[src/rtl/mc_pkg.sv]
// Shared encodings for the multi-cycle MIPS control unit: ALU function codes,
// FSM states, opcode/funct values, datapath select encodings and decode payload.
package mc_pkg;

  localparam int unsigned XLEN      = 32;
  localparam int unsigned ALU_FUN_W = 6;
  localparam int unsigned SEL_W     = 2;
  localparam int unsigned OP_W      = 6;

  // ALU function codes
  localparam logic [ALU_FUN_W-1:0] ALU_ADD = 6'b000000;
  localparam logic [ALU_FUN_W-1:0] ALU_SUB = 6'b000001;
  localparam logic [ALU_FUN_W-1:0] ALU_AND = 6'b011000;
  localparam logic [ALU_FUN_W-1:0] ALU_OR  = 6'b011110;
  localparam logic [ALU_FUN_W-1:0] ALU_XOR = 6'b010110;
  localparam logic [ALU_FUN_W-1:0] ALU_NOR = 6'b010001;
  localparam logic [ALU_FUN_W-1:0] ALU_A   = 6'b011010;
  localparam logic [ALU_FUN_W-1:0] ALU_SLL = 6'b100000;
  localparam logic [ALU_FUN_W-1:0] ALU_SRL = 6'b100001;
  localparam logic [ALU_FUN_W-1:0] ALU_SRA = 6'b100011;
  localparam logic [ALU_FUN_W-1:0] ALU_EQ  = 6'b110011;
  localparam logic [ALU_FUN_W-1:0] ALU_NEQ = 6'b110001;
  localparam logic [ALU_FUN_W-1:0] ALU_LT  = 6'b110101;
  localparam logic [ALU_FUN_W-1:0] ALU_LEZ = 6'b111101;
  localparam logic [ALU_FUN_W-1:0] ALU_GEZ = 6'b111001;
  localparam logic [ALU_FUN_W-1:0] ALU_GTZ = 6'b111111;
  localparam logic [ALU_FUN_W-1:0] ALU_LUI = 6'b011011;

  typedef enum logic [2:0] {
    ST_RST, ST_FETCH, ST_DECODE, ST_EXEC, ST_MEM, ST_WB, ST_EXCPT
  } state_e;

  // Primary opcodes
  localparam logic [OP_W-1:0] OP_RTYPE  = 6'h00;
  localparam logic [OP_W-1:0] OP_REGIMM = 6'h01;
  localparam logic [OP_W-1:0] OP_J      = 6'h02;
  localparam logic [OP_W-1:0] OP_JAL    = 6'h03;
  localparam logic [OP_W-1:0] OP_BEQ    = 6'h04;
  localparam logic [OP_W-1:0] OP_BNE    = 6'h05;
  localparam logic [OP_W-1:0] OP_BLEZ   = 6'h06;
  localparam logic [OP_W-1:0] OP_BGTZ   = 6'h07;
  localparam logic [OP_W-1:0] OP_ADDI   = 6'h08;
  localparam logic [OP_W-1:0] OP_ADDIU  = 6'h09;
  localparam logic [OP_W-1:0] OP_SLTI   = 6'h0a;
  localparam logic [OP_W-1:0] OP_SLTIU  = 6'h0b;
  localparam logic [OP_W-1:0] OP_ANDI   = 6'h0c;
  localparam logic [OP_W-1:0] OP_ORI    = 6'h0d;
  localparam logic [OP_W-1:0] OP_XORI   = 6'h0e;
  localparam logic [OP_W-1:0] OP_LUI    = 6'h0f;
  localparam logic [OP_W-1:0] OP_LW     = 6'h23;
  localparam logic [OP_W-1:0] OP_SW     = 6'h2b;

  // R-type funct values
  localparam logic [OP_W-1:0] FN_SLL  = 6'h00;
  localparam logic [OP_W-1:0] FN_SRL  = 6'h02;
  localparam logic [OP_W-1:0] FN_SRA  = 6'h03;
  localparam logic [OP_W-1:0] FN_JR   = 6'h08;
  localparam logic [OP_W-1:0] FN_JALR = 6'h09;
  localparam logic [OP_W-1:0] FN_ADD  = 6'h20;
  localparam logic [OP_W-1:0] FN_ADDU = 6'h21;
  localparam logic [OP_W-1:0] FN_SUB  = 6'h22;
  localparam logic [OP_W-1:0] FN_SUBU = 6'h23;
  localparam logic [OP_W-1:0] FN_AND  = 6'h24;
  localparam logic [OP_W-1:0] FN_OR   = 6'h25;
  localparam logic [OP_W-1:0] FN_XOR  = 6'h26;
  localparam logic [OP_W-1:0] FN_NOR  = 6'h27;
  localparam logic [OP_W-1:0] FN_SLT  = 6'h2a;
  localparam logic [OP_W-1:0] FN_SLTU = 6'h2b;

  // Datapath select encodings
  localparam logic [SEL_W-1:0] SRCA_PC     = 2'd0;
  localparam logic [SEL_W-1:0] SRCA_RS     = 2'd1;
  localparam logic [SEL_W-1:0] SRCA_SHAMT  = 2'd2;
  localparam logic [SEL_W-1:0] SRCB_RT     = 2'd0;
  localparam logic [SEL_W-1:0] SRCB_FOUR   = 2'd1;
  localparam logic [SEL_W-1:0] SRCB_IMM    = 2'd2;
  localparam logic [SEL_W-1:0] SRCB_BOFF   = 2'd3;
  localparam logic [SEL_W-1:0] PCSRC_ALU   = 2'd0;
  localparam logic [SEL_W-1:0] PCSRC_AOUT  = 2'd1;
  localparam logic [SEL_W-1:0] PCSRC_JUMP  = 2'd2;
  localparam logic [SEL_W-1:0] PCSRC_EXC   = 2'd3;
  localparam logic [SEL_W-1:0] REGDST_RT   = 2'd0;
  localparam logic [SEL_W-1:0] REGDST_RD   = 2'd1;
  localparam logic [SEL_W-1:0] REGDST_RA   = 2'd2;
  localparam logic [SEL_W-1:0] M2R_ALUOUT  = 2'd0;
  localparam logic [SEL_W-1:0] M2R_MDR     = 2'd1;
  localparam logic [SEL_W-1:0] M2R_PC      = 2'd2;

  typedef enum logic [2:0] {
    CLS_RTYPE, CLS_ITYPE, CLS_LOAD, CLS_STORE, CLS_BRANCH, CLS_JUMP, CLS_JUMPR
  } cls_e;

  // Decoded instruction payload, latched by the FSM at the end of DECODE
  typedef struct packed {
    cls_e                 cls;
    logic [ALU_FUN_W-1:0] alu_fun;
    logic                 sign;
    logic                 ext_op;
    logic                 shamt;
    logic                 link;
    logic                 ovf;
    logic                 illegal;
  } dec_t;

endpackage

[src/rtl/mc_instr_dec.sv]
// Combinational instruction decoder: class, ALU function, sign mode, extension
// mode, shift/link/overflow-check attributes and illegal detection.
module mc_instr_dec
  import mc_pkg::*;
(
  input  logic [XLEN-1:0] instr,
  output dec_t            dec
);

  logic [OP_W-1:0] op;
  logic [OP_W-1:0] funct;
  logic [4:0]      rt;
  logic            unused_fields;

  assign op    = instr[31:26];
  assign funct = instr[5:0];
  assign rt    = instr[20:16];

  // Register numbers, shamt and immediate are datapath-only fields
  assign unused_fields = ^{instr[25:21], instr[15:6]};

  always_comb begin
    dec         = '0;
    dec.cls     = CLS_RTYPE;
    dec.alu_fun = ALU_ADD;
    dec.ext_op  = 1'b1;
    case (op)
      OP_RTYPE: begin
        case (funct)
          FN_SLL:  begin dec.alu_fun = ALU_SLL; dec.shamt = 1'b1; end
          FN_SRL:  begin dec.alu_fun = ALU_SRL; dec.shamt = 1'b1; end
          FN_SRA:  begin dec.alu_fun = ALU_SRA; dec.shamt = 1'b1; end
          FN_JR:   begin dec.cls = CLS_JUMPR; dec.alu_fun = ALU_A; end
          FN_JALR: begin dec.cls = CLS_JUMPR; dec.alu_fun = ALU_A; dec.link = 1'b1; end
          FN_ADD:  begin dec.sign = 1'b1; dec.ovf = 1'b1; end
          FN_ADDU: dec.alu_fun = ALU_ADD;
          FN_SUB:  begin dec.alu_fun = ALU_SUB; dec.sign = 1'b1; dec.ovf = 1'b1; end
          FN_SUBU: dec.alu_fun = ALU_SUB;
          FN_AND:  dec.alu_fun = ALU_AND;
          FN_OR:   dec.alu_fun = ALU_OR;
          FN_XOR:  dec.alu_fun = ALU_XOR;
          FN_NOR:  dec.alu_fun = ALU_NOR;
          FN_SLT:  begin dec.alu_fun = ALU_LT; dec.sign = 1'b1; end
          FN_SLTU: dec.alu_fun = ALU_LT;
          default: dec.illegal = 1'b1;
        endcase
      end
      // Only bltz is supported in the REGIMM space
      OP_REGIMM: begin
        if (rt == 5'd0) begin
          dec.cls = CLS_BRANCH; dec.alu_fun = ALU_LT; dec.sign = 1'b1;
        end else begin
          dec.illegal = 1'b1;
        end
      end
      OP_J:    dec.cls = CLS_JUMP;
      OP_JAL:  begin dec.cls = CLS_JUMP; dec.link = 1'b1; end
      OP_BEQ:  begin dec.cls = CLS_BRANCH; dec.alu_fun = ALU_EQ;  dec.sign = 1'b1; end
      OP_BNE:  begin dec.cls = CLS_BRANCH; dec.alu_fun = ALU_NEQ; dec.sign = 1'b1; end
      OP_BLEZ: begin dec.cls = CLS_BRANCH; dec.alu_fun = ALU_LEZ; dec.sign = 1'b1; end
      OP_BGTZ: begin dec.cls = CLS_BRANCH; dec.alu_fun = ALU_GTZ; dec.sign = 1'b1; end
      OP_ADDI: begin dec.cls = CLS_ITYPE; dec.sign = 1'b1; dec.ovf = 1'b1; end
      OP_ADDIU: dec.cls = CLS_ITYPE;
      OP_SLTI: begin dec.cls = CLS_ITYPE; dec.alu_fun = ALU_LT; dec.sign = 1'b1; end
      OP_SLTIU: begin dec.cls = CLS_ITYPE; dec.alu_fun = ALU_LT; end
      OP_ANDI: begin dec.cls = CLS_ITYPE; dec.alu_fun = ALU_AND; dec.ext_op = 1'b0; end
      OP_ORI:  begin dec.cls = CLS_ITYPE; dec.alu_fun = ALU_OR;  dec.ext_op = 1'b0; end
      OP_XORI: begin dec.cls = CLS_ITYPE; dec.alu_fun = ALU_XOR; dec.ext_op = 1'b0; end
      OP_LUI:  begin dec.cls = CLS_ITYPE; dec.alu_fun = ALU_LUI; end
      OP_LW:   dec.cls = CLS_LOAD;
      OP_SW:   dec.cls = CLS_STORE;
      default: dec.illegal = 1'b1;
    endcase
  end

endmodule

[src/rtl/mc_ctrl_fsm.sv]
// Multi-cycle MIPS control FSM: sequences FETCH/DECODE/EXEC/MEM/WB and drives ALU
// controls, datapath selects and write enables. Optional overflow trap: MC_OVF_EXCEPT_EN.
module mc_ctrl_fsm
  import mc_pkg::*;
#(
  parameter logic [XLEN-1:0] EXC_VEC = 32'h8000_0180
) (
  input  logic                 iClk,
  input  logic                 iRst_n,
  input  logic [XLEN-1:0]      iInstr,
  input  logic                 iMemReady,
  input  logic                 iZ,
  input  logic                 iN,
  input  logic                 iV,
  output logic [ALU_FUN_W-1:0] oALUFun,
  output logic                 oSign,
  output logic [SEL_W-1:0]     oALUSrcA,
  output logic [SEL_W-1:0]     oALUSrcB,
  output logic                 oExtOp,
  output logic                 oIRWrite,
  output logic                 oPCWrite,
  output logic                 oMemRead,
  output logic                 oMemWrite,
  output logic                 oRegWrite,
  output logic [SEL_W-1:0]     oPCSrc,
  output logic [SEL_W-1:0]     oRegDst,
  output logic [SEL_W-1:0]     oMemToReg,
  output logic                 oIllegal,
  output logic [XLEN-1:0]      oExcVec
);

  state_e state_q, state_d;
  dec_t   dec, dec_q;
  logic   ovf_trap;
  logic   unused_flags;

  mc_instr_dec u_dec (
    .instr (iInstr),
    .dec   (dec)
  );

  assign oExcVec = EXC_VEC;

`ifdef MC_OVF_EXCEPT_EN
  assign ovf_trap     = dec_q.ovf & iV;
  assign unused_flags = iN ^ dec_q.illegal;
`else
  assign ovf_trap     = 1'b0;
  assign unused_flags = iN ^ iV ^ dec_q.ovf ^ dec_q.illegal;
`endif

  // State register; the decode is captured once, while the IR is stable in DECODE
  always_ff @(posedge iClk or negedge iRst_n) begin
    if (!iRst_n) begin
      state_q <= ST_RST;
      dec_q   <= '0;
    end else begin
      state_q <= state_d;
      if (state_q == ST_DECODE) dec_q <= dec;
    end
  end

  // Next state and control outputs; flags and handshake gate enables in the same cycle
  always_comb begin
    state_d   = state_q;
    oALUFun   = ALU_ADD;
    oSign     = 1'b0;
    oALUSrcA  = SRCA_PC;
    oALUSrcB  = SRCB_RT;
    oExtOp    = 1'b0;
    oIRWrite  = 1'b0;
    oPCWrite  = 1'b0;
    oMemRead  = 1'b0;
    oMemWrite = 1'b0;
    oRegWrite = 1'b0;
    oPCSrc    = PCSRC_ALU;
    oRegDst   = REGDST_RT;
    oMemToReg = M2R_ALUOUT;
    oIllegal  = 1'b0;
    case (state_q)
      ST_RST: state_d = ST_FETCH;
      ST_FETCH: begin
        oMemRead = 1'b1;
        oALUSrcB = SRCB_FOUR;
        if (iMemReady) begin
          oIRWrite = 1'b1;
          oPCWrite = 1'b1;
          state_d  = ST_DECODE;
        end
      end
      ST_DECODE: begin
        oALUSrcB = SRCB_BOFF;
        oExtOp   = 1'b1;
        if (dec.illegal) begin
          oIllegal = 1'b1;
          state_d  = ST_FETCH;
        end else begin
          state_d  = ST_EXEC;
        end
      end
      ST_EXEC: begin
        oALUFun  = dec_q.alu_fun;
        oSign    = dec_q.sign;
        oExtOp   = dec_q.ext_op;
        oALUSrcA = dec_q.shamt ? SRCA_SHAMT : SRCA_RS;
        case (dec_q.cls)
          CLS_RTYPE: state_d = ovf_trap ? ST_EXCPT : ST_WB;
          CLS_ITYPE: begin
            oALUSrcB = SRCB_IMM;
            state_d  = ovf_trap ? ST_EXCPT : ST_WB;
          end
          CLS_LOAD, CLS_STORE: begin
            oALUSrcB = SRCB_IMM;
            state_d  = ST_MEM;
          end
          // The ALU compare reports "condition true" as a non-zero result
          CLS_BRANCH: begin
            if (!iZ) begin
              oPCWrite = 1'b1;
              oPCSrc   = PCSRC_AOUT;
            end
            state_d = ST_FETCH;
          end
          CLS_JUMP: begin
            oALUSrcA = SRCA_PC;
            oPCWrite = 1'b1;
            oPCSrc   = PCSRC_JUMP;
            if (dec_q.link) begin
              oRegWrite = 1'b1;
              oMemToReg = M2R_PC;
              oRegDst   = REGDST_RA;
            end
            state_d = ST_FETCH;
          end
          CLS_JUMPR: begin
            oPCWrite = 1'b1;
            oPCSrc   = PCSRC_ALU;
            if (dec_q.link) begin
              oRegWrite = 1'b1;
              oMemToReg = M2R_PC;
              oRegDst   = REGDST_RD;
            end
            state_d = ST_FETCH;
          end
          default: state_d = ST_FETCH;
        endcase
      end
      ST_MEM: begin
        if (dec_q.cls == CLS_LOAD) oMemRead  = 1'b1;
        else                       oMemWrite = 1'b1;
        if (iMemReady) state_d = (dec_q.cls == CLS_LOAD) ? ST_WB : ST_FETCH;
      end
      ST_WB: begin
        oRegWrite = 1'b1;
        oRegDst   = (dec_q.cls == CLS_RTYPE) ? REGDST_RD : REGDST_RT;
        oMemToReg = (dec_q.cls == CLS_LOAD) ? M2R_MDR : M2R_ALUOUT;
        state_d   = ST_FETCH;
      end
      ST_EXCPT: begin
        oPCWrite = 1'b1;
        oPCSrc   = PCSRC_EXC;
        state_d  = ST_FETCH;
      end
      default: state_d = ST_RST;
    endcase
  end

endmodule

[config.mk]
export PLATFORM = sky130hd
export DESIGN_NAME = mc_ctrl_fsm
export DESIGN_NICKNAME = d
export VERILOG_FILES = /design/src/rtl/mc_pkg.sv /design/src/rtl/mc_instr_dec.sv /design/src/rtl/mc_ctrl_fsm.sv
export SDC_FILE = /design/constraint.sdc
export NUM_CORES = 1
export LEC_CHECK = 0
export CORE_ASPECT_RATIO = 0.6
export CORE_UTILIZATION = 30
export CTS_CLUSTER_SIZE = 25
export DETAILED_ROUTE_END_ITERATION = 10
export SLEW_MARGIN = 20
export SYNTH_ARGS = -nofsm -noshare
export SYNTH_HDL_FRONTEND = slang
export SYNTH_SLANG_ARGS = --single-unit
export TNS_END_PERCENT = 100
[constraint.sdc]
create_clock -name iClk -period 2.4 [get_ports iClk]
set_input_delay 0.24 -clock iClk [delete_from_list [all_inputs] [get_ports iClk]]
set_output_delay 0.24 -clock iClk [all_outputs]
set_load 0.01 [all_outputs]
## After elaboration in Yosys (flattened, before gate mapping)

Index checks and enable logic that the tools add are counted.

- Output and inout port bits: 56
- Logic and storage cells: 130
- Register bits: 16

- Multiplexer cells: 54
- Reduce and logical (&&, ||, !) cells: 24
- Equality and inequality tests: 45

Operators with widths:

| kind | number |
|---|---|
| 6-bit == test (second input constant) | 12 |
| 6-bit one-hot mux with 11 select lines | 1 |
| 6-bit by 4-bit == test with 1-bit output (second input constant) | 10 |
| 6-bit one-hot mux with 10 select lines | 1 |
| 6-bit by 2-bit == test with 1-bit output (second input constant) | 4 |
| 6-bit by 3-bit == test with 1-bit output (second input constant) | 4 |
| 1-bit 2-to-1 mux | 22 |
| 3-bit one-hot mux with 7 select lines | 1 |
| 2-bit one-hot mux with 2 select lines | 5 |
| 3-bit == test (second input constant) | 6 |
| 16-bit OR reduction | 1 |
| 2-bit OR reduction | 8 |
| 3-bit one-hot mux with 5 select lines | 1 |
| 15-bit OR reduction | 1 |
| 3-bit OR reduction | 5 |
| 2-bit 2-to-1 mux | 7 |
| 3-bit by 2-bit == test with 1-bit output (second input constant) | 4 |
| 6-bit logical NOT | 2 |
| 3-bit 2-to-1 mux | 4 |
| 10-bit 2-to-1 mux | 1 |
| 1-bit one-hot mux with 2 select lines | 5 |
| 1-bit one-hot mux with 3 select lines | 3 |
| 8-bit OR reduction | 1 |
| 3-bit by 1-bit == test with 1-bit output (second input constant) | 2 |
| 10 further kinds | 12 |

## Logic depth before layout (Yosys ltp)

- Depth after elaboration: 6
- Depth in mapped cells: 6

## Modules after synthesis

From an unflattened synthesis, not the netlist that was laid out.

- Cell total of the unflattened synthesis: 243
- Area total of the unflattened synthesis: 1948.1 µm²

Modules (own cells, without submodules):

| module | cells each | sequential area each (µm²) | area each (µm²) | times used |
|---|---|---|---|---|
| mc_ctrl_fsm | 130 | 400.4 | 1209.9 | 1 |
| mc_instr_dec | 113 | 0.0 | 738.2 | 1 |

## Least setup slack after synthesis

OpenSTA, ideal clock, no wires.

- Kind: register -> register
- Start point: reg state_q[2]
- End point: reg dec_q[8] (netlist name)
- Library setup time: 0.086 ns
- Slack: 0.443 ns
- Buffers on the path: 2
- Period minus slack after synthesis: 1.957 ns
- Data required time: 2.314 ns
- Cell stages (with the launch flop): 7
- Arrival time: 1.872 ns
- Path through: dfrtp_1 -> buf_6 -> or3b_1 -> buf_6 -> a2111o_1 -> or3_1 -> o221ai_2

- Word-level cells in the longest chain between the ends: 1

RTL lines:

| what | RTL line | text |
|---|---|---|
| start, declared | mc_ctrl_fsm.sv:32 | `state_e state_q, state_d;` |
| start signal, assigned | mc_ctrl_fsm.sv:58 | `state_q <= state_d;` |
| 3-bit by 2-bit == test with 1-bit output | mc_ctrl_fsm.sv:59 | `if (state_q == ST_DECODE) dec_q <= dec;` |
| end signal, assigned | mc_ctrl_fsm.sv:56 | `dec_q <= '0;` |
| end signal, assigned | mc_ctrl_fsm.sv:59 |  |
| end, declared | mc_ctrl_fsm.sv:33 | `dec_t dec, dec_q;` |

Every way passes these cells.
A chain may end at the register's enable or synchronous reset.

## Final worst setup path

- Start point: in iInstr[26]
- End point: out oIllegal

- Word-level cells in the longest chain between the ends: 5
- Elaborated cells between the ends (all ways): 22

RTL lines:

| what | RTL line | text |
|---|---|---|
| start, declared | mc_ctrl_fsm.sv:10 | `input logic [XLEN-1:0] iInstr,` |
| 6-bit by 2-bit == test with 1-bit output, or another cell as far along | mc_instr_dec.sv:27 | `case (op)` |
| 16-bit OR reduction (no source line) | -- |  |
| 1-bit one-hot mux with 3 select lines (*) | mc_instr_dec.sv:27 |  |
| 1-bit 2-to-1 mux (*) | mc_ctrl_fsm.sv:94 | `if (dec.illegal) begin` |
| 1-bit 2-to-1 mux (*) | mc_ctrl_fsm.sv:80 | `case (state_q)` |
| end, declared | mc_ctrl_fsm.sv:28 | `output logic oIllegal,` |

Every way passes the cells marked *; elsewhere a longest branch is shown, timed or not.

==> flow_summary_export.csv <==
group,metric,value,unit
clocking,cts_max_level,1,
logic_synthesis,synth.yosys.seq_area_share,23.04,%
sta,tns,0,ns
logic_synthesis,synth_top_area_share,23.04,%
critical_path,setup.worst_path.end_class,"primary output",
place,dpl_cell_area,0.002240,sq mm
run,max-cap-violations,0,
floorplan,ios,94,
finish,syn2layout_area_growth,31.82,%
critical_path,arrival,2.02,ns
detailed_routing,drtAntennaViolNets,0,
finish,multi_input_area,0.001100,sq mm
critical_path,r2r_end,"dec_q[8]$_DFFE_PN0P_",
critical_path,worst-path-stages,6,
floorplan,die_y,60.96,microns
place,dp_cells,362,
critical_path,crit_start,"iInstr[26]",
pwr,power.density,761.9,mW/mm^2
logic_synthesis,yosys.area.top_type,"dfrtp_1",
logic_synthesis,synthesis.area,0.001738,sq mm
critical_path,required,2.16,ns
place,dp_hpwl,3759,microns
finish,final_area,0.002291,sq mm
min_path,hold_path_class,"in -> async",
sta,final.setup.worst_slack,0.1401,ns
logic_synthesis,synth_ff_type,"dfrtp_1",
critical_path,critical_path_buf_inv_count,2,
floorplan,start_util,31.20,%
sta,min_period,2.260,ns
critical_path,regToRegSetupSlack,0.39,ns
critical_path,crit_end,"oIllegal",
finish,fillers,582,
finish,mostFrequentLayoutCells,"43 x clkdlybuf4s50_1, 32 x conb_1, 23 x buf_4",
clocking,clkTransAtPathRegs,0.06,ns
critical_path,rr_startpoint,"state_q[0]$_DFFE_PN0P_",
finish,finalNonFillerCells,366,
pwr,vdd_drop_max,0.0003162,V
logic_synthesis,ys_types,53,
logic_synthesis,synth_cells,235,
critical_path,start_kind,"primary input",
logic_synthesis,avgSynthCellArea,7.395,sq um
detailed_routing,wl_per_cell,12.43,microns
clocking,root_buffer,"clkbuf_8",
grt,track_usage,15.55,%
grt,grt_pass1_vias,1426,
place,routabilityCongestion,0.8446,
clocking,cts_max_path_buffers,2,
place,pre_cts_slack,-0.2199,ns
floorplan,num_rows,21,
critical_path,path_class,"in -> out",
grt,grt.overflow.total,0,
grt,antenna_found_initial,0,
run_status,outcome,"finished clean",
logic_synthesis,async_flop_share,100.0,%
detailed_routing,drc,0,
detailed_routing,drtPass1Iterations,4,
floorplan,die_area,0.006111,sq mm
sta,holdWs,0.4209,ns
critical_path,worstPathCellList,"clkdlybuf4s50_1 -> or4b_2 -> or3_1 -> o211ai_1 -> a21oi_1 -> clkbuf_2",
finish,diodes,0,
critical_path,cp_max_fo,2,
critical_path,r2r_cells,4,
clocking,clk_latency,0.25,ns
sta,final-setup-viol-count,0,
detailed_routing,initialDrtViolationCount,121,
clocking,numCtsBuffers,3,
floorplan,die_w,100.3,microns
grt,grt_pass1_wl,7320,microns
logic_synthesis,synth-seq-cells,16,
sta,fin_skew,0.0005579,ns
logic_synthesis,synth-edff-count,0,
critical_path,critical-path-slowest-cell,"or4b_2",
clocking,cts_tree,"built",
sta,hold_viol,0,
logic_synthesis,synthTopCellsByArea,"dfrtp_1 23%, buf_4 14%, a21oi_1 4.6%",
sta,worst_slew_pin_slew,0.7205,ns
grt,grt_max_degree,17,
detailed_routing,via_per_inst,4.839,
sta,max_freq,442.5,MHz
place,port_buffers,44,
detailed_routing,routed_wl,4549,microns
sta,fin_crit_sh,94.16,%
sta,relSlewSlack,51.82,%
pwr,leakagePower,0.9573,nW
logic_synthesis,yosysWarnings,0,
finish,nets,325,
critical_path,max_stage_delay,0.60,ns
detailed_routing,via_count,1771,
finish,drive_gt1_share,12.59,%
critical_path,critPathTopFamily,"simple AND/OR/NAND/NOR gates",
finish,layout.cells.most_common,"clkdlybuf4s50_1",
sta,slew_viol_final,0,
floorplan,core-area,0.005570,sq mm
clocking,cts_sinks,16,
sta,rsz0062_at_grt,"false",
finish,register_area,401.6,sq um
## worst min-delay path by stage
stage          depth (start not counted)                     end  slack (ns)                  from
2_1_floorplan                          0   dec_q[10]$_DFFE_PN0P_       -0.06                iRst_n
3_3_place_gp                           2    dec_q[6]$_DFFE_PN0P_        0.46  dec_q[6]$_DFFE_PN0P_
3_5_place_dp                           2    dec_q[6]$_DFFE_PN0P_        0.47  dec_q[6]$_DFFE_PN0P_
4_1_cts                                1    dec_q[3]$_DFFE_PN0P_        0.45                iRst_n
5_1_grt                                1  state_q[0]$_DFFE_PN0P_        0.50                iRst_n
6_report                               1    dec_q[9]$_DFFE_PN0P_        0.42                iRst_n
## area by class of cell
class,instances,share of cell area (%)
multi-input cells,192,48.01
inverters,7,1.147
repair buffers,67,26.54
well taps,80,4.369
clock buffers,4,2.403
flip-flops and latches,16,17.53
## flip-flops by register name, summed over array words and instances (netlist names)
signal,cells
dec_q,13
state_q,3
## cell usage after synthesis, types with 3 or more instances
library cell and number:
nor2_1 16, a31oi_1 4, a211oi_1 3, buf_4 32, o21ai_0 15, o211ai_1 3
o22ai_1 4, nor3b_1 3, nor2b_1 3, dfrtp_1 16, nor4_1 3, and3_1 10
xor2_1 3, nand2_1 18, clkbuf_1 15, nor3_1 7, nand2b_1 9, inv_1 7
nand3b_1 4, a21oi_1 16
## through the flow
stage / total power [mW] / util [%]
floorplan: 1.123 / -
global placement: 1.506 / 40.21
detailed placement: 1.507 / 40.21
CTS: 1.750 / 41.20
global route: 1.891 / 41.13
finish: 1.745 / 41.13
## metal layers
metal	track usage, %	vias up	share of wire [%]	wire (microns)
met4	2.277	0	0.18	8
met3	4.147	2	9.4	429
met1	25.35	814	51	2319
li1	-	882	-	-
met2	19.77	73	39	1791
met5	0	-	0	0
## kinds of logic (layout without fill, tap and decap cells)
logic type | after synthesis | in the layout | share of synthesized area (%)
buf+inv | 57 | 78 | 20.16
other cells | 2 | 32 | 0.4321
simple gates | 87 | 87 | 27.79
flops | 16 | 16 | 23.04
xor+xnor | 5 | 5 | 2.520
compound gates | 68 | 68 | 26.06
## where the power goes
part           internal [mW]  switching (mW)
clock                  0.146          0.0927
sequential             0.393           0.158
combinational          0.499           0.457
total                   1.04           0.708
## timing repair
item / 4_1_cts / 5_1_grt
gates cloned: 0 / 0
endpoints found under the setup margin: 1 / 2
pin swaps: 1 / 0
setup buffers: 0 / 0
hold buffers: 0 / 0
resized for setup: 2 / 2
Note: power is estimated with default switching activity, not from simulation.
